[config.mk]
export PLATFORM = sky130hd
export DESIGN_NAME = riscv_csr_arbiter
export DESIGN_NICKNAME = d
export VERILOG_FILES = /design/src/rtl/riscv_defines.sv /design/src/rtl/riscv_csr_arbiter.sv
export SDC_FILE = /design/constraint.sdc
export NUM_CORES = 1
export LEC_CHECK = 0
export BUFFER_PORTS_ARGS = -buffer_cell sky130_fd_sc_hd__buf_2
export CAP_MARGIN = 5
export CORE_AREA = 2 2 95 97
export CTS_CLUSTER_DIAMETER = 50
export CTS_CLUSTER_SIZE = 40
export DETAILED_ROUTE_END_ITERATION = 12
export DIE_AREA = 0 0 97 99
export HOLD_SLACK_MARGIN = 0.1
export PLACE_DENSITY = 0.76
export REMOVE_ABC_BUFFERS = 1
export SETUP_SLACK_MARGIN = 0.02
export SLEW_MARGIN = 25
export SYNTH_ARGS = -nofsm -noshare
export SYNTH_HDL_FRONTEND = slang
export SYNTH_SLANG_ARGS = --single-unit
[constraint.sdc]
create_clock -name clk -period 2.2 [get_ports clk]
set_input_delay 0 -clock clk [delete_from_list [all_inputs] [get_ports clk]]
set_output_delay 0 -clock clk [all_outputs]
set_load 0.05 [all_outputs]
[src/rtl/riscv_defines.sv]
`default_nettype none
// +-----------------------------------------------------------------+
// | riscv_defines: shared CSR operation codes and arbiter defaults   |
// | Rev 1.0                                                          |
// +-----------------------------------------------------------------+
package riscv_defines;

  localparam logic [1:0] CSR_OP_NONE  = 2'b00;
  localparam logic [1:0] CSR_OP_WRITE = 2'b01;
  localparam logic [1:0] CSR_OP_SET   = 2'b10;
  localparam logic [1:0] CSR_OP_CLEAR = 2'b11;

  localparam int DBG_CSR_MAX_WAIT = 8;

endpackage
`default_nettype wire

[src/rtl/riscv_csr_arbiter.sv]
`default_nettype none
// +-----------------------------------------------------------------+
// | riscv_csr_arbiter: core/debug arbitration of the CSR file port   |
// | Rev 1.0                                                          |
// +-----------------------------------------------------------------+
module riscv_csr_arbiter
  import riscv_defines::*;
#(
  parameter int DBG_MAX_WAIT = DBG_CSR_MAX_WAIT,
  parameter int WAIT_BITS    = $clog2(DBG_MAX_WAIT + 1)
) (
  input  logic        clk,
  input  logic        rst_n,
  input  logic        core_csr_access_i,
  input  logic [11:0] core_csr_addr_i,
  input  logic [31:0] core_csr_wdata_i,
  input  logic [1:0]  core_csr_op_i,
  output logic [31:0] core_csr_rdata_o,
  output logic        core_stall_o,
  input  logic        dbg_req_i,
  input  logic        dbg_we_i,
  input  logic [11:0] dbg_addr_i,
  input  logic [31:0] dbg_wdata_i,
  input  logic        dbg_halted_i,
  input  logic        exc_busy_i,
  output logic        dbg_gnt_o,
  output logic        dbg_rvalid_o,
  output logic [31:0] dbg_rdata_o,
  output logic        csr_access_o,
  output logic [11:0] csr_addr_o,
  output logic [31:0] csr_wdata_o,
  output logic [1:0]  csr_op_o,
  input  logic [31:0] csr_rdata_i
);

  typedef enum logic [0:0] {
    ST_IDLE = 1'b0,
    ST_RESP = 1'b1
  } state_e;

  state_e               r_state;
  state_e               w_state_nxt;
  logic [WAIT_BITS-1:0] r_wait_cnt;
  logic [WAIT_BITS-1:0] w_wait_nxt;
  logic                 w_wait_sat;
  logic                 w_gnt;
  logic                 r_rvalid;
  logic [31:0]          r_rdata;

  assign w_wait_sat = (r_wait_cnt == WAIT_BITS'(DBG_MAX_WAIT));

  always_comb begin
    w_state_nxt  = ST_IDLE;
    w_wait_nxt   = r_wait_cnt;
    w_gnt        = 1'b0;
    core_stall_o = 1'b0;
    csr_access_o = core_csr_access_i;
    csr_addr_o   = core_csr_addr_i;
    csr_wdata_o  = core_csr_wdata_i;
    // The CSR file decodes write enable from op alone, so an idle core must show NONE
    csr_op_o     = core_csr_access_i ? core_csr_op_i : CSR_OP_NONE;

    if (r_state == ST_IDLE) begin
      w_gnt = dbg_req_i & ~exc_busy_i &
              (dbg_halted_i | ~core_csr_access_i | w_wait_sat);
    end

    if (w_gnt) begin
      csr_access_o = 1'b1;
      csr_addr_o   = dbg_addr_i;
      csr_wdata_o  = dbg_wdata_i;
      csr_op_o     = dbg_we_i ? CSR_OP_WRITE : CSR_OP_NONE;
      core_stall_o = core_csr_access_i;
      w_wait_nxt   = '0;
      w_state_nxt  = ST_RESP;
    end else if (!dbg_req_i) begin
      w_wait_nxt = '0;
    end else if ((core_csr_access_i || exc_busy_i) && !w_wait_sat) begin
      w_wait_nxt = r_wait_cnt + WAIT_BITS'(1);
    end
  end

  always_ff @(posedge clk or negedge rst_n) begin
    if (!rst_n) begin
      r_state    <= ST_IDLE;
      r_wait_cnt <= '0;
      r_rvalid   <= 1'b0;
      r_rdata    <= '0;
    end else begin
      r_state    <= w_state_nxt;
      r_wait_cnt <= w_wait_nxt;
      r_rvalid   <= w_gnt;
      if (w_gnt) begin
        r_rdata <= csr_rdata_i;
      end
    end
  end

  assign core_csr_rdata_o = csr_rdata_i;
  assign dbg_gnt_o        = w_gnt;
  assign dbg_rvalid_o     = r_rvalid;
  assign dbg_rdata_o      = r_rdata;

endmodule
`default_nettype wire

==> results of run 1 <==
-- worst min-delay path, stage by stage --
cell,delay (ps)
buf_2,140
nor2_1,80
o21ai_0,160
a211oi_1,70
-- synthesized netlist by cell type (2+ instances only) --
master,instances,area [µm²]
buf_4,34,255.2
dfrtp_1,37,925.9
mux2_4,3,45.04
buf_6,2,22.52
o21ai_0,4,20.02
buf_2,4,20.02
or2_2,2,12.51
mux2_2,73,822.0
nor3_1,2,10.01
nand3_1,2,10.01
a211oi_1,2,15.01
ha_1,2,25.02
inv_1,3,11.26
-- through the flow --
step | instance area, µm² | worst slack [ps] | power, mW | hold slack [ps] | util (%)
after global placement | 3393 | 266.9 | 2.311 | 131.3 | 39.68
after CTS | 4008 | 8.799 | 2.914 | 186.7 | 46.87
final | 4194 | 86.97 | 2.958 | 218.1 | 49.05
after detailed placement | 3393 | 178.1 | 2.330 | 127.7 | 39.68
after floorplan | 2007 | -1369 | 1.808 | -295.6 | -
after global routing | 4194 | 10.60 | 3.085 | 222.5 | 49.05
-- logic make-up after synthesis --
kind of cell,Yosys count
adder cells (fa/ha/maj),2
AO/OA/AOI/OAI,10
XOR/XNOR,1
buffers and inverters,44
AND/OR/NAND/NOR,14
flip-flops,37
multiplexers,77
-- cell usage in the layout, fill, tap and decap left out, types with 3 or more instances in the layout --
cell type and count:
buf_4 27, dfrtp_1 37, o21ai_0 4, dlygate4sd3_1 34, buf_2 200, mux2_4 5
buf_6 18, clkbuf_8 6, buf_8 3, mux2_2 71
-- power by group --
group	leakage (nW)	internal (mW)	switching, mW
sequential	0.445	0.806	0.0651
combinational	1.69	0.539	1.08
clock	0.0443	0.249	0.221
-- registers in the layout, indices dropped and copies added (netlist names) --
name	flops
dbg_rdata_o	32
r_wait_cnt	4
dbg_rvalid_o	1
-- metal layers --
metal / part of all wire, % / wire (µm) / track usage (%)
met3: 8.5 / 785 / 4.823
met4: 2.7 / 253 / 8.992
met1: 36 / 3314 / 18.15
met2: 53 / 4908 / 31.78
met5: 0.20 / 19 / 0
-- final timing paths --
| path | from | to | slack, ps | cells after the start |
|---|---|---|---|---|
| worst min-delay path | exc_busy_i | r_wait_cnt[0] | 220 | 4 |
| worst max-delay path | r_wait_cnt[1] | csr_addr_o[9] | 90 | 8 |
| worst min register to register | dbg_rdata_o[7] | dbg_rdata_o[7] | 500 | 1 |
| worst max register to register | r_wait_cnt[1] | dbg_rdata_o[20] | 270 | 8 |
| max in group asynchronous | rst_n | dbg_rdata_o[25] | 1340 | 2 |
| min in group asynchronous | rst_n | dbg_rdata_o[0] | 350 | 2 |
-- cell type report --
cell class                      instances  area, µm²  area share [%]
Sequential cell                        37      925.9           22.08
Clock buffer                            7      86.33           2.058
Antenna cell                            1      2.502         0.05967
Timing Repair Buffer                  288       1937           46.18
Tap cell                              108      135.1           3.222
Inverter                                4      15.01          0.3580
Multi-Input combinational cell        104       1092           26.04
-- what timing repair did --
action	CTS	global route
hold buffers	34	0
buffers inserted	4	2
cloned	2	2
gates resized for setup	32	72
hold endpoints to repair	73	0
pin swaps	2	2
setup endpoints to repair	44	43
==> results.md, run 1 <==
* Run status: finished clean
* Final-layout setup total negative slack at 0 ps
* Cell type with the highest occurrence count on the critical path: buf_6
* Area enclosed by the die boundary at 9603 µm²
* First drt pass iteration count at 4
* Buffers from clock root to sink, at most at 2
* Post-synthesis instance area at 2305 µm²
* Compound-cell area share of the yosys netlist at 3.149%
* Number of clock sinks at 37
* Relative area change from synthesis to final layout at 81.98%
* Number of buffers created by CTS at 5
* Static leakage at 2.179 nW
* Leftover overflow at the end of global routing at 0
* Placed cells at 497
* Buf/Inv on CP at 4
* Register clock-pin slew on the reported worst setup and hold paths at 70 ps
* Clock tree from TritonCTS: done
* Setup clock skew after layout at 2.903 ps
* Count of maximum capacitance violations at 0
* Number of unique standard cell types used by synthesis at 28
* Routed WL at 9.282 mm
* Synthesized instance count at 185
* Root buffer cell: clkbuf_8
* Post-route DRC at 0
* Share of flip-flops with an asynchronous set or reset at 100.0%
* Share of synthesized area spent on multiplexers at 38.06%
* CORE AREA at 8551 µm²
* Area fraction in and, or, nand and nor cells after synthesis at 3.583%
* Global-route wire length before repair at 13.17 mm
* Ratio of cells with drive above 1 in the final layout at 78.18%
* YS warnings at 0
* Unrepaired setup endpoints after global routing: yes
* Worst-Skew Late Latency at 280 ps
* Site Rows at 34
* Combinational family with the most area after synthesis: multiplexers
* Worst-case vdd ir drop at 0.5160 mV
* Fill cell instance count of the final layout at 735
* Critical-path top delay cell: dfrtp_1
* Number of nets with antenna violations after routing at 0
* Detailed placement HPWL at 6.430 mm
* Global placement routability congestion at 0.8784
* Xor/xnor share of the synthesized area at 0.3800%
* Count of final setup violators at 0
* Setup Crit Path Kind: flop to output port
* Final layout net count at 571
* Number of vias after detailed routing at 2480
* Die Width at 97 µm
* Worst setup EP type: output port
* Final number of hold-violating endpoints at 0
* Initial antenna violation count at 2
* Kind of launch point of the worst setup path: flop
* Die Ht at 99 µm
* Dominant delay contributor by cell family on the critical path: buffers and inverters
* Worst path cell trace: inv_1 > ha_4 > and3b_2 > o21ai_4 > buf_6 > clkbuf_16 > mux2_2 > buf_6
* Per-cell via count in the routed design at 4.517
* Wire per inst at 16.91 µm
* Post-Synth Adder-Cell Area at 1.086%
* GRT Resource Usage Total at 17.36%
* Pin count of the biggest net entering global routing at 39
* Mean instance size in the synthesized netlist at 12.46 µm²
* Data required time at the worst endpoint at 2200 ps
* Starting DRT DRC Count at 31
* FMAX at 473.3 MHz
* Worst Tran Pin Value at 810.1 ps
* Share of the clock period used by the worst path after layout at 96.05%
* I/O Buffers at 242
* Number of enable-type register cells in the synthesized netlist at 0
* Worst min-delay path class: primary input to flop
* Max Transition Viols Final at 0
* Count of placed standard cells in the final layout, fillers left out at 549
* Sequential cell area fraction in the yosys report at 40.17%
* #FFs+latches synth at 37
* Via count of the first global-routing pass at 2597
* Tightest slew margin relative to the limit at 45.99%
* Worst Path Arrival at 2110 ps
* Min Tclk post-route at 2113 ps
* Count of H-tree levels built during CTS at 2
* Initial Util at 26.95%
* Pwr per Cell Area at 705.2 nW/µm²
* Slowest Stage Delay on Critical Path at 350 ps
* Most frequently used flop master after synthesis: dfrtp_1
* Boundary pin count at 243
* Worst-path maximum fanout at 6
No activity file was read; power rests on OpenSTA's default activity.
==> run 2: changes to the inputs <==
--- a/config.mk
+++ b/config.mk
@@ -14,7 +14,6 @@
 export DIE_AREA = 0 0 97 99
 export HOLD_SLACK_MARGIN = 0.1
 export PLACE_DENSITY = 0.76
-export REMOVE_ABC_BUFFERS = 1
 export SETUP_SLACK_MARGIN = 0.02
 export SLEW_MARGIN = 25
 export SYNTH_ARGS = -nofsm -noshare
==> run 2 against run 1 <==
Compared with the run above: the run now ends with setup timing left; via count shrank 0.97%; clock-buffer cell count shrank 2; worst hold slack got worse by 33 ps; flip-flop and latch count unchanged; cell count grew 0.18%; largest cell class unchanged; largest power group unchanged; highest routed layer is now met4.
==> results.md, run 2 (same netlist as run 1, synthesis figures left out) <==
* Number of vias after detailed routing at 2456
* Boundary pin count at 243
* Post-route DRC at 0
* Setup clock skew after layout at 10.81 ps
* Initial antenna violation count at 0
* Pwr per Cell Area at 712.9 nW/µm²
* Root buffer cell: clkbuf_8
* Kind of launch point of the worst setup path: flop
* FMAX at 450.5 MHz
* Setup slack of the most critical reg-to-reg path at 230 ps
* Site Rows at 34
* Global-route wire length before repair at 13.08 mm
* Worst-case setup margin in the final layout at -19.94 ps
* Most frequent cells in the layout: buf_2 (196), mux2_2 (39), mux2_4 (37), dfrtp_1 (37), dlygate4sd3_1 (34)
* Violated checks: setup timing
* Final layout net count at 572
* Cell area reported after detailed placement at 3397 µm²
* Via count of the first global-routing pass at 2673
* Count of H-tree levels built during CTS at 2
* Max Transition Viols Final at 0
* Per-cell via count in the routed design at 4.465
* Relative area change from synthesis to final layout at 101.0%
* Number of buffers created by CTS at 5
* Run status: complete, but fails checks
* Count of final setup violators at 10
* Worst-path maximum fanout at 6
* Tightest slew margin relative to the limit at 44.97%
* Cell area after layout at 4632 µm²
* GRT Resource Usage Total at 16.90%
* Leftover overflow at the end of global routing at 0
* Syn Nets at 316
* Number of clock sinks at 37
* Area enclosed by the die boundary at 9603 µm²
* Number of flip-flops under the largest register name at 32
* Detailed placement HPWL at 5.763 mm
* Buffers from clock root to sink, at most at 2
* Worst Path Arrival at 2220 ps
* Starting DRT DRC Count at 51
* Worst-case vdd ir drop at 0.3165 mV
* I/O Buffers at 242
* First drt pass iteration count at 4
* Worst-Skew Late Latency at 280 ps
* Worst Tran Pin Value at 825.4 ps
* Initial Util at 26.95%
* Worst setup EP type: output port
* Clock tree from TritonCTS: done
* Global placement routability congestion at 0.8084
* Count of antenna diodes in the layout at 0
* Commonest non-fill, non-tap cell in the layout: buf_2
* Routed WL at 9.500 mm
* Die Ht at 99 µm
* Wire per inst at 17.27 µm
* Number of nets with antenna violations after routing at 0
* Min Tclk post-route at 2220 ps
* Ratio of cells with drive above 1 in the final layout at 78.96%
* Final core utilization at 54.17%
* Static leakage at 2.462 nW
* Register clock-pin slew on the reported worst setup and hold paths at 80 ps
* Worst min-delay path class: primary input to flop
* Count of maximum capacitance violations at 0
* Die Width at 97 µm
* Unrepaired setup endpoints after global routing: yes
* CORE AREA at 8551 µm²
* Data required time at the worst endpoint at 2200 ps
* Final number of hold-violating endpoints at 0
* Setup Crit Path Kind: flop to output port
* Pin count of the biggest net entering global routing at 41
* Share of the clock period used by the worst path after layout at 100.9%
-- run 2: path summary, 6_finish.rpt --
path | cells after the start | end | startpoint
hold reg to reg | 1 | dbg_rdata_o[25] | dbg_rdata_o[25]
min in group asynchronous | 2 | dbg_rdata_o[16] | rst_n
setup reg to reg | 8 | dbg_rdata_o[28] | r_wait_cnt[0]
max in group asynchronous | 2 | dbg_rdata_o[27] | rst_n
setup / recovery | 8 | csr_wdata_o[24] | r_wait_cnt[0]
hold / removal | 4 | r_wait_cnt[1] | exc_busy_i
-- run 2: where the power goes --
part,total [mW],internal (mW),leakage (nW),switching [mW]
clock network,0.692,0.450,0.0681,0.242
registers,0.866,0.805,0.445,0.0610
logic,1.74,0.634,1.95,1.11
-- run 2: area by class of cell --
cell class,count,area (µm²)
multi-input combinational,104,1224
clock inverter,3,65.06
clock buffer,5,68.82
fill,708,3919
inverter,4,15.01
timing repair buffer,289,2198
tap,108,135.1
sequential,37,925.9
-- run 2: metal layers --
metal | track usage, % | part of all wire, % | up-vias
met2 | 33.07 | 57 | 121
met4 | 4.659 | 1.9 | 0
met3 | 4.326 | 6.3 | 17
met1 | 17.80 | 35 | 1185
met5 | 0 | 0 | -
li1 | - | - | 1133
-- run 2: per-stage QoR --
step / worst slack, ps / TNS [ps] / std cells / total power, mW / hold slack [ps]
floorplan: 135.5 / 0 / 185 / 1.975 / -295.6
global placement: 264.8 / 0 / 497 / 2.301 / 136.1
detailed placement: 156.7 / 0 / 497 / 2.324 / 152.0
CTS: 13.39 / 0 / 546 / 3.201 / 157.5
global route: -71.36 / -1558 / 550 / 3.430 / 211.9
finish: -19.94 / -93.62 / 550 / 3.302 / 184.9
-- run 2: timing repair --
item,4_1_cts,5_1_grt
pin swaps,1,2
gates cloned,3,3
gates resized for setup,95,76
hold buffers,34,0
setup endpoints to repair,44,47
buffers inserted,4,2
hold endpoints to repair,73,0
-- run 2: critical path, stage by stage, from the launching register on --
cell and delay [ps]:
dfrtp_1 420, inv_2 80, ha_4 160, and3b_2 250
o21ai_4 210, buf_12 180, clkbuf_16 170, mux2_4 320
buf_8 150
